**src/rtl/dict_probe_ctrl.sv**
```systemverilog
// dict_probe_ctrl: owns every access to the LZW dictionary RAM.
// Takes one lookup-or-insert request per string and runs a linear-probe
// search over BASE_ADDR..2^ADDR_WIDTH-1 with wrap-around. It answers with
// hit / inserted / fail plus the final address, and flags inserts that
// landed off their home slot so the conflict table can record them.
// Optional build macro: PROBE_STATS_EN adds stat_probes / stat_colls.
module dict_probe_ctrl #(
    parameter int DATA_WIDTH  = 64,
    parameter int ADDR_WIDTH  = 12,
    parameter int BASE_ADDR   = 256,
    parameter int RAM_LATENCY = 2,
    parameter int MAX_PROBES  = 16
) (
    input  logic                  clk,
    input  logic                  rst,
    input  logic                  req_valid,
    output logic                  req_ready,
    input  logic                  req_single,
    input  logic [DATA_WIDTH-1:0] req_str,
    input  logic [ADDR_WIDTH-1:0] req_hash,
    output logic                  rsp_valid,
    input  logic                  rsp_ready,
    output logic                  rsp_hit,
    output logic                  rsp_inserted,
    output logic                  rsp_fail,
    output logic [ADDR_WIDTH-1:0] rsp_addr,
    output logic                  coll_we,
    output logic [ADDR_WIDTH-1:0] coll_addr,
    output logic                  ram_cs,
    output logic                  ram_we,
    output logic [ADDR_WIDTH-1:0] ram_addr,
    output logic [DATA_WIDTH-1:0] ram_wdata,
    input  logic [DATA_WIDTH-1:0] ram_rdata,
    input  logic                  ram_rvalid,
    output logic [ADDR_WIDTH-1:0] dict_count,
    output logic                  dict_full
`ifdef PROBE_STATS_EN
    ,
    output logic [31:0]           stat_probes,
    output logic [31:0]           stat_colls
`endif
);

    localparam int PW = $clog2(MAX_PROBES + 1);
    localparam int LW = (RAM_LATENCY > 1) ? $clog2(RAM_LATENCY) : 1;
    localparam logic [ADDR_WIDTH-1:0] BASE       = ADDR_WIDTH'(BASE_ADDR);
    localparam logic [ADDR_WIDTH-1:0] TOP        = '1;
    localparam logic [ADDR_WIDTH-1:0] FULL_CNT   = ADDR_WIDTH'((1 << ADDR_WIDTH) - BASE_ADDR);
    localparam logic [PW-1:0]         LAST_PROBE = PW'(MAX_PROBES - 1);
    localparam logic [LW-1:0]         LAT_LOAD   = LW'(RAM_LATENCY - 1);

    typedef enum logic [2:0] {
        IDLE  = 3'd0,
        READ  = 3'd1,
        WAIT  = 3'd2,
        CMP   = 3'd3,
        WRITE = 3'd4,
        RESP  = 3'd5
    } state_t;

    state_t                  state_q, state_d;
    logic [DATA_WIDTH-1:0]   str_q, str_d;
    logic [ADDR_WIDTH-1:0]   home_q, home_d;
    logic [ADDR_WIDTH-1:0]   addr_q, addr_d;
    logic [PW-1:0]           probes_q, probes_d;
    logic [LW-1:0]           lat_q, lat_d;
    logic                    hit_q, hit_d;
    logic                    ins_q, ins_d;
    logic                    fail_q, fail_d;
    logic [ADDR_WIDTH-1:0]   rsp_addr_q, rsp_addr_d;
    logic [ADDR_WIDTH-1:0]   count_q, count_d;
    logic [ADDR_WIDTH-1:0]   req_home;

    // Hashes landing in the single-byte region are folded up into the multi-char region.
    assign req_home = (req_hash >= BASE) ? req_hash : (req_hash | BASE);

    assign rsp_valid    = (state_q == RESP);
    assign rsp_hit      = hit_q;
    assign rsp_inserted = ins_q;
    assign rsp_fail     = fail_q;
    assign rsp_addr     = rsp_addr_q;
    assign dict_count   = count_q;
    assign dict_full    = (count_q == FULL_CNT);

    // Next-state, RAM strobes and response bookkeeping for the probe sequencer.
    always_comb begin
        state_d    = state_q;
        str_d      = str_q;
        home_d     = home_q;
        addr_d     = addr_q;
        probes_d   = probes_q;
        lat_d      = lat_q;
        hit_d      = hit_q;
        ins_d      = ins_q;
        fail_d     = fail_q;
        rsp_addr_d = rsp_addr_q;
        count_d    = count_q;
        req_ready  = 1'b0;
        ram_cs     = 1'b0;
        ram_we     = 1'b0;
        ram_addr   = addr_q;
        ram_wdata  = str_q;
        coll_we    = 1'b0;
        coll_addr  = addr_q;

        case (state_q)
            IDLE: begin
                req_ready = 1'b1;
                if (req_valid) begin
                    str_d = req_str;
                    if (req_single) begin
                        // Single bytes live at their own code point; no RAM cycle needed.
                        hit_d      = 1'b1;
                        rsp_addr_d = ADDR_WIDTH'(req_str[7:0]);
                        state_d    = RESP;
                    end else begin
                        home_d   = req_home;
                        addr_d   = req_home;
                        probes_d = '0;
                        state_d  = READ;
                    end
                end
            end
            READ: begin
                ram_cs = 1'b1;
                if (RAM_LATENCY == 1) begin
                    state_d = CMP;
                end else begin
                    lat_d   = LAT_LOAD;
                    state_d = WAIT;
                end
            end
            WAIT: begin
                lat_d = lat_q - LW'(1);
                if (lat_d == '0) state_d = CMP;
            end
            CMP: begin
                if (ram_rvalid && (ram_rdata == str_q)) begin
                    hit_d      = 1'b1;
                    rsp_addr_d = addr_q;
                    state_d    = RESP;
                end else if (!ram_rvalid) begin
                    if (dict_full) begin
                        fail_d     = 1'b1;
                        rsp_addr_d = home_q;
                        state_d    = RESP;
                    end else begin
                        state_d = WRITE;
                    end
                end else if (probes_q == LAST_PROBE) begin
                    fail_d     = 1'b1;
                    rsp_addr_d = home_q;
                    state_d    = RESP;
                end else begin
                    // Wrap back to the first multi-char slot, never into the byte region.
                    probes_d = probes_q + PW'(1);
                    addr_d   = (addr_q == TOP) ? BASE : addr_q + ADDR_WIDTH'(1);
                    state_d  = READ;
                end
            end
            WRITE: begin
                ram_cs  = 1'b1;
                ram_we  = 1'b1;
                coll_we = (addr_q != home_q);
                if (count_q != FULL_CNT) count_d = count_q + ADDR_WIDTH'(1);
                ins_d      = 1'b1;
                rsp_addr_d = addr_q;
                state_d    = RESP;
            end
            RESP: begin
                if (rsp_ready) begin
                    hit_d   = 1'b0;
                    ins_d   = 1'b0;
                    fail_d  = 1'b0;
                    state_d = IDLE;
                end
            end
            default: state_d = IDLE;
        endcase
    end

    // State and datapath registers; reset drops any in-flight request.
    always_ff @(posedge clk) begin
        if (rst) begin
            state_q    <= IDLE;
            str_q      <= '0;
            home_q     <= '0;
            addr_q     <= '0;
            probes_q   <= '0;
            lat_q      <= '0;
            hit_q      <= 1'b0;
            ins_q      <= 1'b0;
            fail_q     <= 1'b0;
            rsp_addr_q <= '0;
            count_q    <= '0;
        end else begin
            state_q    <= state_d;
            str_q      <= str_d;
            home_q     <= home_d;
            addr_q     <= addr_d;
            probes_q   <= probes_d;
            lat_q      <= lat_d;
            hit_q      <= hit_d;
            ins_q      <= ins_d;
            fail_q     <= fail_d;
            rsp_addr_q <= rsp_addr_d;
            count_q    <= count_d;
        end
    end

`ifdef PROBE_STATS_EN
    logic [31:0] stat_probes_q, stat_probes_d;
    logic [31:0] stat_colls_q, stat_colls_d;

    assign stat_probes = stat_probes_q;
    assign stat_colls  = stat_colls_q;

    // Saturating counters of RAM reads issued and of CMP mismatches.
    always_comb begin
        stat_probes_d = stat_probes_q;
        stat_colls_d  = stat_colls_q;
        if (state_q == READ && stat_probes_q != '1) stat_probes_d = stat_probes_q + 32'd1;
        if (state_q == CMP && ram_rvalid && (ram_rdata != str_q) && stat_colls_q != '1)
            stat_colls_d = stat_colls_q + 32'd1;
    end

    // Statistics registers.
    always_ff @(posedge clk) begin
        if (rst) begin
            stat_probes_q <= '0;
            stat_colls_q  <= '0;
        end else begin
            stat_probes_q <= stat_probes_d;
            stat_colls_q  <= stat_colls_d;
        end
    end
`endif

endmodule

```
**config.mk**
```make
export PLATFORM = sky130hd
export DESIGN_NAME = dict_probe_ctrl
export DESIGN_NICKNAME = d
export VERILOG_FILES = /design/src/rtl/dict_probe_ctrl.sv
export SDC_FILE = /design/constraint.sdc
export NUM_CORES = 1
export LEC_CHECK = 0
export ABC_AREA = 1
export CAP_MARGIN = 20
export CORE_MARGIN = 2
export CORE_UTILIZATION = 30
export CTS_CLUSTER_DIAMETER = 150
export DETAILED_ROUTE_END_ITERATION = 8
export GPL_TIMING_DRIVEN = 1
export HOLD_SLACK_MARGIN = 0.15
export PLACE_DENSITY_LB_ADDON = 0.05
export SYNTH_ARGS = -nofsm -noshare
export SYNTH_HDL_FRONTEND = slang
export SYNTH_SLANG_ARGS = --single-unit
```
**constraint.sdc**
```tcl
create_clock -name clk -period 3.2 [get_ports clk]
set_input_delay 0.32 -clock clk [delete_from_list [all_inputs] [get_ports clk]]
set_output_delay 0.32 -clock clk [all_outputs]
set_load 0.1 [all_outputs]
```
==> results_dict.tcl <==
set metrics [dict create \
    status "finished, final reports clean" \
    fin_setup_tns_ns 0 \
    cts_root_buffer "clkbuf_16" \
    timing.hold.ws_ns 0.459 \
    ys_types 36 \
    cp_top_family "buffers and inverters" \
    r2r-end "probes_q[0]$_SDFFE_PP0P_" \
    stdcell_area_sq_um 10500 \
    path_common_cell "nor2_2" \
    synthTopCellsByCount "nand2_1, inv_1, dfxtp_1" \
    instances_no_fill 1698 \
    cts_tree "done" \
    cellPowerDensity_nw_per_um2 1030 \
    viasPerCell 4.45 \
    netlist_area_sq_um 7020 \
    period_needed_ns 2.50 \
    timing.rr.start "ram_wdata[13]$_SDFFE_PP0P_" \
    fin_crit_sh 0.783 \
    criticalPathCategory "reg2out" \
    ios 267 \
    rows 55 \
    holdPathStages 2 \
    yosys-top-cells-area "dfxtp_1, nand2_1, inv_1, a21oi_1, o21ai_0" \
    cpPeakStageDelay_ns 0.36 \
    p_total_mw 10.7 \
    holdCritPathClass "reg2reg" \
    postCtsSetupBuffers 0 \
    holdPathEnd "rsp_inserted$_SDFFE_PP0P_" \
    die_area_sq_um 24600 \
    synth-seq-cells 124 \
    start_util 0.308 \
    cts_num_sinks 124 \
    clock_path_buffers 2 \
    worst_slack_ns 0.696 \
    io_buffers 266 \
    cts_hold_buf 0 \
    reg2regPathDepth 14 \
    maxCapViolCount 0 \
    grt_pass1_wl_microns 38600 \
    max-vdd-ir-drop_mv 0.480 \
    cp_max_fo 24 \
    fmax_ghz 0.399 \
    place_ws_ns 0.422 \
    core_area_sq_um 22800 \
    yosysWarnings 0 \
    hold_viol 0 \
    yosys.area.top_type "dfxtp_1" \
    area_growth_pct 49.1 \
    rsz0062_at_grt "false" \
    fp.dieW_microns 157 \
    num_vias 7551 \
    startpoint_type "flop" \
    fin_util 0.459 \
    maxSlewHeadroom 0.299 \
    synth_cells 1131 \
    setup_viol 0 \
    cp.arrival_ns 2.18 \
    multi_input_area_sq_um 3570 \
    async_reset_ff_frac 0 \
    ant_nets 0 \
    drc 0 \
    cp-end-kind "output pin" \
    drt-total-wl_microns 24900 \
    grt_use_total 0.202 \
    synth_edf_count 0 \
    slowest_stage "inv_1" \
    crit_chain "nor2_2 -> inv_2 -> nor2_2 -> inv_1 -> a41oi_2 -> buf_4" \
    place_inst 1665 \
    ctsResizeCount 0 \
    placed_cell_area_sq_um 9840 \
    grt_pass1_vias 7008 \
    crit_required_ns 2.88 \
    fin_nets 1522 \
    tightest_slew_ns 1.05 \
    die_h_microns 157 \
    drt-initial-drc-count 446 \
    seq_area_frac_synth 0.354 \
    drive_above_1_share 0.0738 \
    globalplace.congestion 0.817 \
    leakage_nw 4.62 \
    dp_hpwl_microns 18900 \
    clkTransAtPathRegs_ns 0.06 \
    cts_max_level 4 \
    finalMaxSlewViolations 0 \
    synth_top_area_share 0.354 \
    wl_per_cell_microns 14.7 \
    final-seq-area_sq_um 2480 \
    syn_nets 1282 \
    nFillCells 2378 \
    cts_buffers 17 \
    cp.buffers_inverters 3 \
    grt_max_degree 55 \
    synthFlopType "dfxtp_1" \
    insertion_delay_ns 0.42 \
    clock-skew-final_ns 0.0121 \
    synth.most_common_cell "nand2_1" \
    overflow 0 \
    dr.pass1.iters 4 \
    antenna_found_initial 2 \
    r2r_slack_ns 0.90 \
    syn_area_per_cell_sq_um 6.20 \
    hold_start "rsp_inserted$_SDFFE_PP0P_" \
]
-- power by group --
group / internal (mW) / total (mW) / switching [mW]
combinational: 1.46 / 6.31 / 4.85
sequential: 2.00 / 2.40 / 0.392
clock: 1.30 / 2.04 / 0.740
-- cell type report --
| type | count | area share |
|---|---|---|
| sequential | 124 | 0.237 |
| multi-input combinational | 765 | 0.341 |
| inverter | 186 | 0.0667 |
| antenna | 2 | 0.000478 |
| timing repair buffer | 277 | 0.258 |
| clock inverter | 10 | 0.0133 |
| clock buffer | 21 | 0.0459 |
| tap | 313 | 0.0374 |
-- kinds of logic (layout without fill, tap and decap cells) --
logic type | Yosys count | after routing | synth area share
buffers and inverters | 242 | 494 | 0.141
xor gates and xnor gates | 21 | 21 | 0.0262
DFF | 124 | 124 | 0.354
adders and majority gates | 5 | 5 | 0.00892
other | 0 | 2 | 0
AOI/OAI and AO/OA | 228 | 228 | 0.168
and+or+nand+nor | 511 | 511 | 0.302
-- how the worst max path moves through the flow --
| stage | startpoint | to | slack [ns] | depth (start not counted) |
|---|---|---|---|---|
| floorplan | dict_count[8]$_SDFFE_PP0P_ | rsp_addr[2]$_SDFFE_PP0P_ | 0.04 | 12 |
| global placement | ram_rdata[5] | probes_q[2]$_SDFFE_PP0P_ | 0.41 | 15 |
| detailed placement | ram_rdata[4] | probes_q[0]$_SDFFE_PP0P_ | 0.42 | 15 |
| CTS | state_q[1]$_SDFFE_PP0P_ | coll_we | 0.61 | 6 |
| global route | state_q[1]$_SDFFE_PP0P_ | coll_we | 0.47 | 6 |
| finish | state_q[1]$_SDFFE_PP0P_ | coll_we | 0.70 | 6 |
-- layer usage --
layer | part of all wire | up-vias | GRT usage
li1 | - | 4016 | -
met1 | 0.46 | 3299 | 0.260
met2 | 0.45 | 208 | 0.327
met3 | 0.068 | 28 | 0.0498
met4 | 0.021 | 0 | 0.0708
met5 | 0 | - | 0
-- layout by cell type, fill, tap and decap left out, types with 3 or more instances in the layout --
cell type	netlist	layout
nand2_1	309	308
clkdlybuf4s50_1	0	237
inv_1	175	174
dfxtp_1	124	124
a21oi_1	112	112
nor2_1	109	108
o21ai_0	90	90
nand3_1	51	51
buf_4	13	38
xor2_1	21	21
clkbuf_16	0	17
nand4_1	16	16
inv_2	11	12
o21ai_1	12	12
nor3_1	8	7
ha_1	5	5
nor2_2	3	4
nand2_4	3	4
clkinvlp_4	0	4
clkbuf_8	0	4
nor2_4	3	3
nor4_1	3	3
nor3b_1	3	3
bufinv_16	0	3
-- sequential cells by signal, summed over array words and instances, names as in the netlist --
signal        cells
ram_wdata        64
coll_addr        12
dict_count       12
home_q           12
rsp_addr         12
probes_q          5
state_q           3
lat_q             1
rsp_fail          1
rsp_hit           1
rsp_inserted      1
-- worst register-to-register path, cell delays in order (launching register included) --
cell and delay, ns:
dfxtp_1 0.39, inv_1 0.09, nand2_1 0.06, nand2_1 0.04
nor2_1 0.14, nand2_1 0.11, nor2_1 0.12, nand2_1 0.11
nor2_4 0.32, nand2_2 0.14, nand2_4 0.11, nand2_4 0.16
inv_2 0.25, nand2_1 0.08, a21oi_1 0.12
Power figures use the tool's default switching activity.
